### config.mk
export PLATFORM = sky130hd
export DESIGN_NAME = regfile_wb_arbiter_flat
export DESIGN_NICKNAME = d
export VERILOG_FILES = /design/src/rtl/regfile_wb_arbiter_pkg.sv /design/src/rtl/regfile_wb_arbiter_if.sv /design/src/rtl/regfile_wb_arbiter_rr_arbiter.sv /design/src/rtl/regfile_wb_arbiter.sv /design/src/flat_wrapper.sv
export SDC_FILE = /design/constraint.sdc
export NUM_CORES = 1
export LEC_CHECK = 0
export CAP_MARGIN = 20
export CORE_AREA = 5 5 127 129
export CTS_CLUSTER_SIZE = 14
export DETAILED_ROUTE_END_ITERATION = 10
export DIE_AREA = 0 0 132 134
export PLACE_DENSITY = 0.85
export SLEW_MARGIN = 30
export SYNTH_ARGS = -nofsm -noshare
export SYNTH_HDL_FRONTEND = slang
export SYNTH_HIERARCHICAL = 1
export SYNTH_SLANG_ARGS = --single-unit
### constraint.sdc
create_clock -name clk -period 6.86 [get_ports clk]
set_clock_uncertainty 0.2 [all_clocks]
set_input_delay 1.372 -clock clk [delete_from_list [all_inputs] [get_ports clk]]
set_output_delay 1.372 -clock clk [all_outputs]
set_load 0.05 [all_outputs]
### src/rtl/regfile_wb_arbiter_pkg.sv
// Shared types and constants for the register-file write-back scheduler.
// The requester index constants name the fixed producer slots on the write port.
package regfile_wb_arbiter_pkg;

    localparam int XLEN  = 64;
    localparam int AW    = 5;
    localparam int NREGS = 32;

    localparam int WB_ALU = 0;
    localparam int WB_LSU = 1;
    localparam int WB_CSR = 2;

    typedef struct packed {
        logic [AW-1:0]   addr;
        logic [XLEN-1:0] data;
    } wb_req_t;

    // Round-robin successor of index g among n slots.
    function automatic int rr_next(input int g, input int n);
        return (g + 1 >= n) ? 0 : g + 1;
    endfunction

endpackage

### src/rtl/regfile_wb_arbiter_if.sv
// Write-back request bus from the producers plus the regfile write port.
// The master side is the producer/regfile environment; the slave side is the scheduler.
interface regfile_wb_arbiter_if
    import regfile_wb_arbiter_pkg::*;
#(
    parameter int NREQ = 3
) ();

    logic [NREQ-1:0]      req_valid;
    logic [NREQ*AW-1:0]   req_addr;
    logic [NREQ*XLEN-1:0] req_data;
    logic [NREQ-1:0]      req_ready;

    logic                 rf_we;
    logic [AW-1:0]        rf_wa;
    logic [XLEN-1:0]      rf_wd;

    modport master (
        output req_valid,
        output req_addr,
        output req_data,
        input  req_ready,
        input  rf_we,
        input  rf_wa,
        input  rf_wd
    );

    modport slave (
        input  req_valid,
        input  req_addr,
        input  req_data,
        output req_ready,
        output rf_we,
        output rf_wa,
        output rf_wd
    );

endinterface

### src/rtl/regfile_wb_arbiter_rr_arbiter.sv
// Combinational round-robin arbiter: the search starts at ptr_i and wraps modulo N,
// granting the first requesting index. The grant is one-hot, or zero when nobody requests.
module rr_arbiter #(
    parameter int N  = 3,
    parameter int PW = (N > 1) ? $clog2(N) : 1
) (
    input  logic [N-1:0]  req_i,
    input  logic [PW-1:0] ptr_i,
    output logic [N-1:0]  gnt_o
);

    logic found;

    always_comb begin
        gnt_o = '0;
        found = 1'b0;
        for (int k = 0; k < N; k++) begin : g_search
            int idx;
            idx = int'(ptr_i) + k;
            if (idx >= N) begin
                idx = idx - N;
            end
            if (!found && req_i[idx]) begin
                gnt_o[idx] = 1'b1;
                found      = 1'b1;
            end
        end
    end

endmodule

### src/rtl/regfile_wb_arbiter.sv
// Write-back scheduler: round-robin sharing of the single regfile write port among
// NREQ producers, plus the busy scoreboard the issue stage uses for RAW detection.
module regfile_wb_arbiter
    import regfile_wb_arbiter_pkg::*;
#(
    parameter int NREQ = 3
) (
    input  logic                 clk,
    input  logic                 rst_n,
    regfile_wb_arbiter_if.slave  bus,
    input  logic                 sb_set_i,
    input  logic [AW-1:0]        sb_set_addr_i,
    input  logic [AW-1:0]        ra1_i,
    input  logic [AW-1:0]        ra2_i,
    output logic                 hazard1_o,
    output logic                 hazard2_o,
    output logic [NREGS-1:0]     busy_o
);

    localparam int PW = (NREQ > 1) ? $clog2(NREQ) : 1;

    wb_req_t          req_s [NREQ];
    logic [NREQ-1:0]  gnt;
    wb_req_t          sel_req;
    logic [PW-1:0]    g_idx;
    logic             xfer;

    logic [PW-1:0]    rr_ptr_q, rr_ptr_d;
    logic             rf_we_q, rf_we_d;
    logic [AW-1:0]    rf_wa_q, rf_wa_d;
    logic [XLEN-1:0]  rf_wd_q, rf_wd_d;
    logic [NREGS-1:0] busy_q, busy_d;

    generate
        for (genvar gi = 0; gi < NREQ; gi++) begin : g_unpack
            assign req_s[gi].addr = bus.req_addr[gi*AW +: AW];
            assign req_s[gi].data = bus.req_data[gi*XLEN +: XLEN];
        end
    endgenerate

    rr_arbiter #(
        .N  (NREQ),
        .PW (PW)
    ) u_rr_arbiter (
        .req_i (bus.req_valid),
        .ptr_i (rr_ptr_q),
        .gnt_o (gnt)
    );

    // Grants are suppressed while reset is held so no producer sees a phantom transfer.
    assign bus.req_ready = rst_n ? gnt : '0;

    always_comb begin
        sel_req = '0;
        g_idx   = '0;
        xfer    = 1'b0;
        for (int i = 0; i < NREQ; i++) begin
            if (gnt[i]) begin
                sel_req = req_s[i];
                g_idx   = PW'(i);
                xfer    = 1'b1;
            end
        end
    end

    always_comb begin
        rr_ptr_d = rr_ptr_q;
        rf_we_d  = 1'b0;
        rf_wa_d  = rf_wa_q;
        rf_wd_d  = rf_wd_q;
        if (xfer) begin
            rr_ptr_d = PW'(rr_next(int'(g_idx), NREQ));
            // An x0 destination still consumes the slot but never writes the file.
            rf_we_d  = (sel_req.addr != '0);
            rf_wa_d  = sel_req.addr;
            rf_wd_d  = sel_req.data;
        end
    end

    // Clear first, then set: a fresh reservation on the register being retired must survive.
    always_comb begin
        busy_d = busy_q;
        if (rf_we_q) begin
            busy_d[rf_wa_q] = 1'b0;
        end
        if (sb_set_i && (sb_set_addr_i != '0)) begin
            busy_d[sb_set_addr_i] = 1'b1;
        end
        busy_d[0] = 1'b0;
    end

    always_ff @(posedge clk or negedge rst_n) begin
        if (!rst_n) begin
            rr_ptr_q <= '0;
            rf_we_q  <= 1'b0;
            rf_wa_q  <= '0;
            rf_wd_q  <= '0;
            busy_q   <= '0;
        end else begin
            rr_ptr_q <= rr_ptr_d;
            rf_we_q  <= rf_we_d;
            rf_wa_q  <= rf_wa_d;
            rf_wd_q  <= rf_wd_d;
            busy_q   <= busy_d;
        end
    end

    assign bus.rf_we = rf_we_q;
    assign bus.rf_wa = rf_wa_q;
    assign bus.rf_wd = rf_wd_q;
    assign busy_o    = busy_q;

    assign hazard1_o = rst_n && (ra1_i != '0) && busy_q[ra1_i];
    assign hazard2_o = rst_n && (ra2_i != '0) && busy_q[ra2_i];

endmodule

### src/flat_wrapper.sv
// flat-port wrapper written by rule: the top's interface ports become plain ports
module regfile_wb_arbiter_flat import regfile_wb_arbiter_pkg::*;
#(
    parameter int NREQ = 3
)
  (clk, rst_n, sb_set_i, sb_set_addr_i, ra1_i, ra2_i, hazard1_o, hazard2_o, busy_o, bus_req_valid, bus_req_addr, bus_req_data, bus_req_ready, bus_rf_we, bus_rf_wa, bus_rf_wd);
  regfile_wb_arbiter_if #(.NREQ(NREQ)) bus_i ();
  input  logic clk;
  input  logic rst_n;
  input  logic sb_set_i;
  input  logic [AW-1:0] sb_set_addr_i;
  input  logic [AW-1:0] ra1_i;
  input  logic [AW-1:0] ra2_i;
  output logic hazard1_o;
  output logic hazard2_o;
  output logic [NREGS-1:0] busy_o;
  input wire logic [$bits(bus_i.req_valid)-1:0] bus_req_valid;
  input wire logic [$bits(bus_i.req_addr)-1:0] bus_req_addr;
  input wire logic [$bits(bus_i.req_data)-1:0] bus_req_data;
  output wire logic [$bits(bus_i.req_ready)-1:0] bus_req_ready;
  output wire logic [$bits(bus_i.rf_we)-1:0] bus_rf_we;
  output wire logic [$bits(bus_i.rf_wa)-1:0] bus_rf_wa;
  output wire logic [$bits(bus_i.rf_wd)-1:0] bus_rf_wd;
  assign bus_i.req_valid = bus_req_valid;
  assign bus_i.req_addr = bus_req_addr;
  assign bus_i.req_data = bus_req_data;
  assign bus_req_ready = bus_i.req_ready;
  assign bus_rf_we = bus_i.rf_we;
  assign bus_rf_wa = bus_i.rf_wa;
  assign bus_rf_wd = bus_i.rf_wd;
  regfile_wb_arbiter #(.NREQ(NREQ)) u_core (.clk(clk), .rst_n(rst_n), .bus(bus_i), .sb_set_i(sb_set_i), .sb_set_addr_i(sb_set_addr_i), .ra1_i(ra1_i), .ra2_i(ra2_i), .hazard1_o(hazard1_o), .hazard2_o(hazard2_o), .busy_o(busy_o));
endmodule
==> After elaboration in Yosys (flattened, before gate mapping) <==
Index checks and enable logic that the tools add are counted.
{ "classes": {"add_sub_neg": 6, "magnitude_cmp": 16, "n_mux": 44, "bitwise": 5, "reduce_logical": 18} }
{ "op_table": {"columns": ["cell", "n"], "rows": [
  ["two-way mux 69 bit", 3],
  ["two-way mux 32 bit", 5],
  ["greater-or-equal comparator 32 x 1 -> 1 bit (second input constant)", 3],
  ["less-than comparator 32 x 4 -> 1 bit (second input constant)", 3],
  ["AND 32 bit", 1],
  ["inverter 32 bit", 1],
  ["OR 32 bit", 1],
  ["less-than comparator 5 x 6 -> 1 bit (second input constant)", 4],
  ["two-way mux 1 bit", 20],
  ["nonzero test 5 bit", 4],
  ["logical AND 1 bit", 12],
  ["two-way mux 3 bit", 4],
  ["binary-select mux 1 bit (select 5 bit)", 2],
  ["demux 1 bit (select 5 bit)", 2],
  ["greater-or-equal comparator 5 x 1 -> 1 bit (second input constant)", 2],
  ["greater-or-equal comparator 3 x 2 -> 1 bit (second input constant)", 3],
  ["subtractor 3 x 2 -> 4 bit (second input constant)", 2],
  ["adder 2 x 1 -> 3 bit (second input constant)", 2],
  ["binary-select mux 1 bit (select 2 bit)", 3],
  ["demux 1 bit (select 2 bit)", 3],
  ["OR 3 bit", 2],
  ["two-way mux 2 bit", 2],
  ["adder 2 x 2 -> 3 bit (second input constant)", 1],
  ["subtractor 2 x 2 -> 3 bit (second input constant)", 1],
  ["other kinds (2)", 3]
]} }
{ "word_totals": {"regBits": 103, "inputBits": 228, "output_inout_bits": 107, "elab_cells": 94} }

==> Depth between registers and ports, before layout <==
{ "logic_depth": {"depth_word": 17, "ltp_mapped": 12, "mapped_depth_nobuf": 10} }

==> Cells and area by module <==
The synthesis kept the hierarchy.
{ "modules_own_cells": {"columns": ["module", "instances", "cells_each", "area_per_inst_um2", "seq_area_each_um2"], "rows": [
  ["regfile_wb_arbiter", 1, 528, 5196.2, 2577.5],
  ["rr_arbiter", 1, 35, 265.3, 0.0]
]} }

==> Worst setup path before layout <==
No wires, ideal clock.
{ "synth_timing": {"path_type": "input -> output", "from": "in ra1_i[0]", "to": "out hazard1_o", "t_arrival_ns": 2.919, "t_required_ns": 5.288, "setup_slack_ns": 2.369, "cell_stages": 5, "n_path_buf": 1, "path_cell_list": "buf_2 > mux4_2 > nor2b_1 > o21ai_0 > a32oi_1"} }
{ "synth_between": {"elab_chain_cells": 3} }
{ "synth_lines": {"columns": ["element", "line", "rtl"], "rows": [
  ["from (decl)", "flat_wrapper.sv:12", "input logic [AW-1:0] ra1_i;"],
  ["binary-select mux 1 bit (select 5 bit) or nonzero test 5 bit (tied branches)", "regfile_wb_arbiter.sv:113", "assign hazard1_o = rst_n && (ra1_i != '0) && busy_q[ra1_i];"],
  ["two-way mux 1 bit (not written as such) or logical AND 1 bit (tied branches)", "regfile_wb_arbiter.sv:113", null],
  ["logical AND 1 bit (*)", "regfile_wb_arbiter.sv:113", null],
  ["to (decl)", "flat_wrapper.sv:14", "output logic hazard1_o;"]
]} }
Every way passes the cells marked *; elsewhere a longest branch is shown, timed or not. The select of a mux whose other input is x is not followed.

==> Final worst setup path <==
{ "layout_timing": {"from": "in bus_req_valid[2]", "to": "out bus_req_ready[0]"} }
{ "layout_between": {"elab_chain_cells": 11} }
{ "layout_lines": {"columns": ["element", "line", "rtl"], "rows": [
  ["from (decl)", "flat_wrapper.sv:17", "input wire logic [$bits(bus_i.req_valid)-1:0] bus_req_valid;"],
  ["binary-select mux 1 bit (select 2 bit)", "regfile_wb_arbiter_rr_arbiter.sv:23", "if (!found && req_i[idx]) begin"],
  ["two-way mux 1 bit (not written as such) (2 in a row)", "regfile_wb_arbiter_rr_arbiter.sv:23", null],
  ["two-way mux 1 bit", "regfile_wb_arbiter_rr_arbiter.sv:23", null],
  ["zero test 1 bit", "regfile_wb_arbiter_rr_arbiter.sv:23", null],
  ["logical AND 1 bit", "regfile_wb_arbiter_rr_arbiter.sv:23", null],
  ["two-way mux 1 bit", "regfile_wb_arbiter_rr_arbiter.sv:23", null],
  ["zero test 1 bit", "regfile_wb_arbiter_rr_arbiter.sv:23", null],
  ["logical AND 1 bit", "regfile_wb_arbiter_rr_arbiter.sv:23", null],
  ["two-way mux 3 bit (*)", "regfile_wb_arbiter_rr_arbiter.sv:23", null],
  ["named net u_core.gnt[0]", "regfile_wb_arbiter.sv:23", "logic [NREQ-1:0] gnt;"],
  ["two-way mux 3 bit (*)", "regfile_wb_arbiter.sv:51", "assign bus.req_ready = rst_n ? gnt : '0;"],
  ["to (decl)", "flat_wrapper.sv:20", "output wire logic [$bits(bus_i.req_ready)-1:0] bus_req_ready;"]
]} }
The timed path passes the listed nets; every way through them passes the cells marked *. The select of a mux whose other input is x is not followed.

==> parameters.txt <==
Parameter                              Value

Pwr
  P_int ... 0.00264 W
  Power density over the cells ... 604 nW/µm²
  Clk network pwr share ... 0.106
  Worst ir drop on vdd ... 272 µV
  Sw Share ... 0.527
  Logic pwr share ... 0.675
  Static Leak ... 3.47 nW
  Power share of the sequential group ... 0.219
  Net Sw Power ... 0.00295 W

GRT
  Wire length of the first global-routing pass ... 35100 µm
  Pin count of the biggest net entering global routing ... 74
  Vias in the first global route ... 6297
  All-layer global routing usage ... 0.248
  Initial antenna violation count ... 2
  Total gr overflow ... 0

Timing
  Slew at the pin closest to its max-slew limit ... 0.774 ns
  Setup tns final ... 0 ns
  Relative slew slack ... 0.484
  Min setup slack post-route ... 1.18 ns
  Max Clk Rate ... 176 MHz
  Share of the clock period used by the worst path after layout ... 0.827
  Min cycle time layout ... 5.68 ns
  Finish-stage setup viols ... 0
  Final number of hold-violating endpoints ... 0
  RSZ-0062 raised after global routing ... false
  Pins over their slew limit ... 0

Clocking
  Resize count post-CTS ... 0
  Buffers from clock root to sink, at most ... 2
  Clock latency at the later pin of the worst-skew pair ... 0.35 ns
  Hold buffers post-CTS ... 0
  H-tree levels ... 3
  Clock-pin slew on the worst setup and hold paths ... 0.07 ns
  Total CTS buffers ... 9
  Count of buffers added by post-CTS timing repair for setup ... 0
  Buffer type at the clock tree root ... clkbuf_16
  TritonCTS clock tree ... yes
  Clock Sinks ... 103

Logic synthesis
  Yosys cell types ... 49
  Syn_area_per_cell ... 9.70 µm²
  Netlist area before placement ... 5460 µm²
  Fraction of the yosys area taken by sequential cells ... 0.472
  FFs w/ async S/R, synth ... 1.00
  Yosys warning count ... 6
  Post-synth net total ... 795
  Number of standard cells after synthesis ... 563
  Count of flip-flops with a built-in enable after synthesis ... 0
  Dominant synthesized flop cell ... dfrtp_1
  Synth Register Bits ... 103

Worst setup path
  Data arrival time of the worst path ... 4.10 ns
  Req. time, crit path ... 5.29 ns
  Start-to-end type of the worst setup path ... primary input to primary output
  Endpoint class of the critical path ... primary output
  Critical Path Fanout Max ... 12
  Category of the worst setup path launch point ... primary input

Routing
  Final wirelength ... 23300 µm
  DRT Pass-1 Iters ... 6
  Final antenna-violating net count ... 0
  Overall via count from detail_route ... 6227
  WL/cell ... 22.0 µm
  DRC marker count from the first detailed-route iteration ... 571
  Via-to-Cell Ratio ... 5.87
  Remaining DRCs ... 0

Place
  Worst slack, placed ... 1.22 ns
  Final RePlAce weighted congestion ... 0.879
  IO buf count ... 333
  Final HPWL from detailed placement ... 17600 µm
  Area post-placement ... 8890 µm²

Cells and area
  Final layout net count ... 1098
  Area grow syn2layout ... 69.2%
  Post-route cell area ... 9240 µm²
  Share of post-route cells with drive strength above 1 ... 0.0608
  Total of fill cells in the finished design ... 1222

Floorplanning
  Height of the chip ... 134 µm
  Die area ... 17700 µm²
  Standard-cell rows ... 45
  Initial Utilization ... 0.366
  IO Pins ... 335
  Chip Width ... 132 µm
  Placeable Area ... 14900 µm²

Run
  Max-capacitance violation count ... 0

Run status
  Outcome ... complete, no violations

Hold path
  Worst hold-check path type ... flip-flop to flip-flop
==> power by group through the flow <==
stage / clock, W / combinational, W / sequential, W
2_1_floorplan: 0 / 0.00154 / 0.00216
3_3_place_gp: 0 / 0.00367 / 0.00121
3_5_place_dp: 0 / 0.00376 / 0.00122
4_1_cts: 0.000603 / 0.00375 / 0.00122
5_1_grt: 0.000628 / 0.00397 / 0.00126
6_report: 0.000594 / 0.00377 / 0.00122
==> placed cells by master, fill, tap and decap left out, types with 8 or more instances in the layout <==
cell / synthesis / final
o22ai_1: 129 / 129
buf_4: 2 / 8
clkbuf_16: 0 / 9
nand3_1: 9 / 9
mux4_2: 10 / 10
nor2b_1: 9 / 9
nand2_1: 15 / 14
nand3b_1: 14 / 14
o21ai_0: 66 / 66
inv_1: 9 / 8
a21oi_1: 69 / 69
dfrtp_1: 103 / 103
clkdlybuf4s50_1: 0 / 332
mux2i_1: 11 / 11
==> final timing paths <==
check | depth (start not counted) | to | start | slack [ns]
setup / recovery | 6 | bus_req_ready[0] | bus_req_valid[2] | 1.18
max in group asynchronous | 2 | u_core/busy_o[6] | rst_n | 4.63
hold reg to reg | 1 | u_core/bus.rf_wa[0] | u_core/bus.rf_wa[0] | 0.36
min in group asynchronous | 1 | u_core/busy_o[3] | rst_n | 0.78
hold / removal | 1 | u_core/bus.rf_wa[0] | u_core/bus.rf_wa[0] | 0.36
setup reg to reg | 10 | u_core/bus.rf_wd[8] | u_core/rr_ptr_q[0] | 2.95
==> critical path, cell delays in order <==
cell	delay (ns)
clkdlybuf4s50_1	0.52
mux2i_1	0.29
o221ai_1	0.22
o21ai_1	0.66
and2_1	0.23
clkdlybuf4s50_1	0.80
==> cell families after synthesis <==
kind of cell | synth area share
AOI/OAI and AO/OA | 0.312
adders and majority gates | 0.00916
buffers and inverters | 0.0447
DFF | 0.472
muxes | 0.0765
other | 0.000687
and+or+nand+nor | 0.0855
==> cell type report <==
cell class              instances  area, µm²  area share
repair buffers                341       3390       0.367
flip-flops and latches        103       2580       0.279
diodes                          1       2.50    0.000271
clock buffers                  10        239      0.0259
multi-input cells             401       2640       0.286
inverters                      10       40.0     0.00433
well taps                     188        235      0.0255
clock inverters                 6        108      0.0116
==> stage by stage <==
step,hold slack [ns],std cells,total power [W],util
detailed placement,0.352,1043,0.00497,0.596
global placement,0.339,1043,0.00488,0.596
global route,0.390,1059,0.00586,0.619
CTS,0.368,1059,0.00557,0.619
finish,0.364,1060,0.00558,0.619
floorplan,0.356,563,0.00370,-
==> metal layers <==
metal	up-vias	wire (µm)	GRT usage
met2	400	11300	0.415
met5	-	27	0
met4	4	956	0.109
li1	2818	-	-
met3	73	2440	0.0818
met1	2932	8540	0.291
==> synthesized netlist by cell type (all sizes together) (5+ instances only) <==
library cell,n,share of area
nand3,9,0.0082
nand2,15,0.010
nand3b,14,0.019
buf,15,0.014
o21ai,67,0.061
clkbuf,34,0.024
nor2,5,0.0034
mux2,5,0.010
mux4,11,0.046
a21oi,69,0.063
o22ai,129,0.15
mux2i,11,0.020
dfrtp,103,0.47
inv,9,0.0062
a31oi,6,0.0080
nor2b,9,0.010
==> flip-flops by register name, indices dropped and copies added (netlist names) <==
register	count
u_core/busy_o	31
u_core/bus.rf_wa	5
u_core/bus.rf_we	1
u_core/bus.rf_wd	64
u_core/rr_ptr_q	2
No activity file was read; power rests on OpenSTA's default activity.
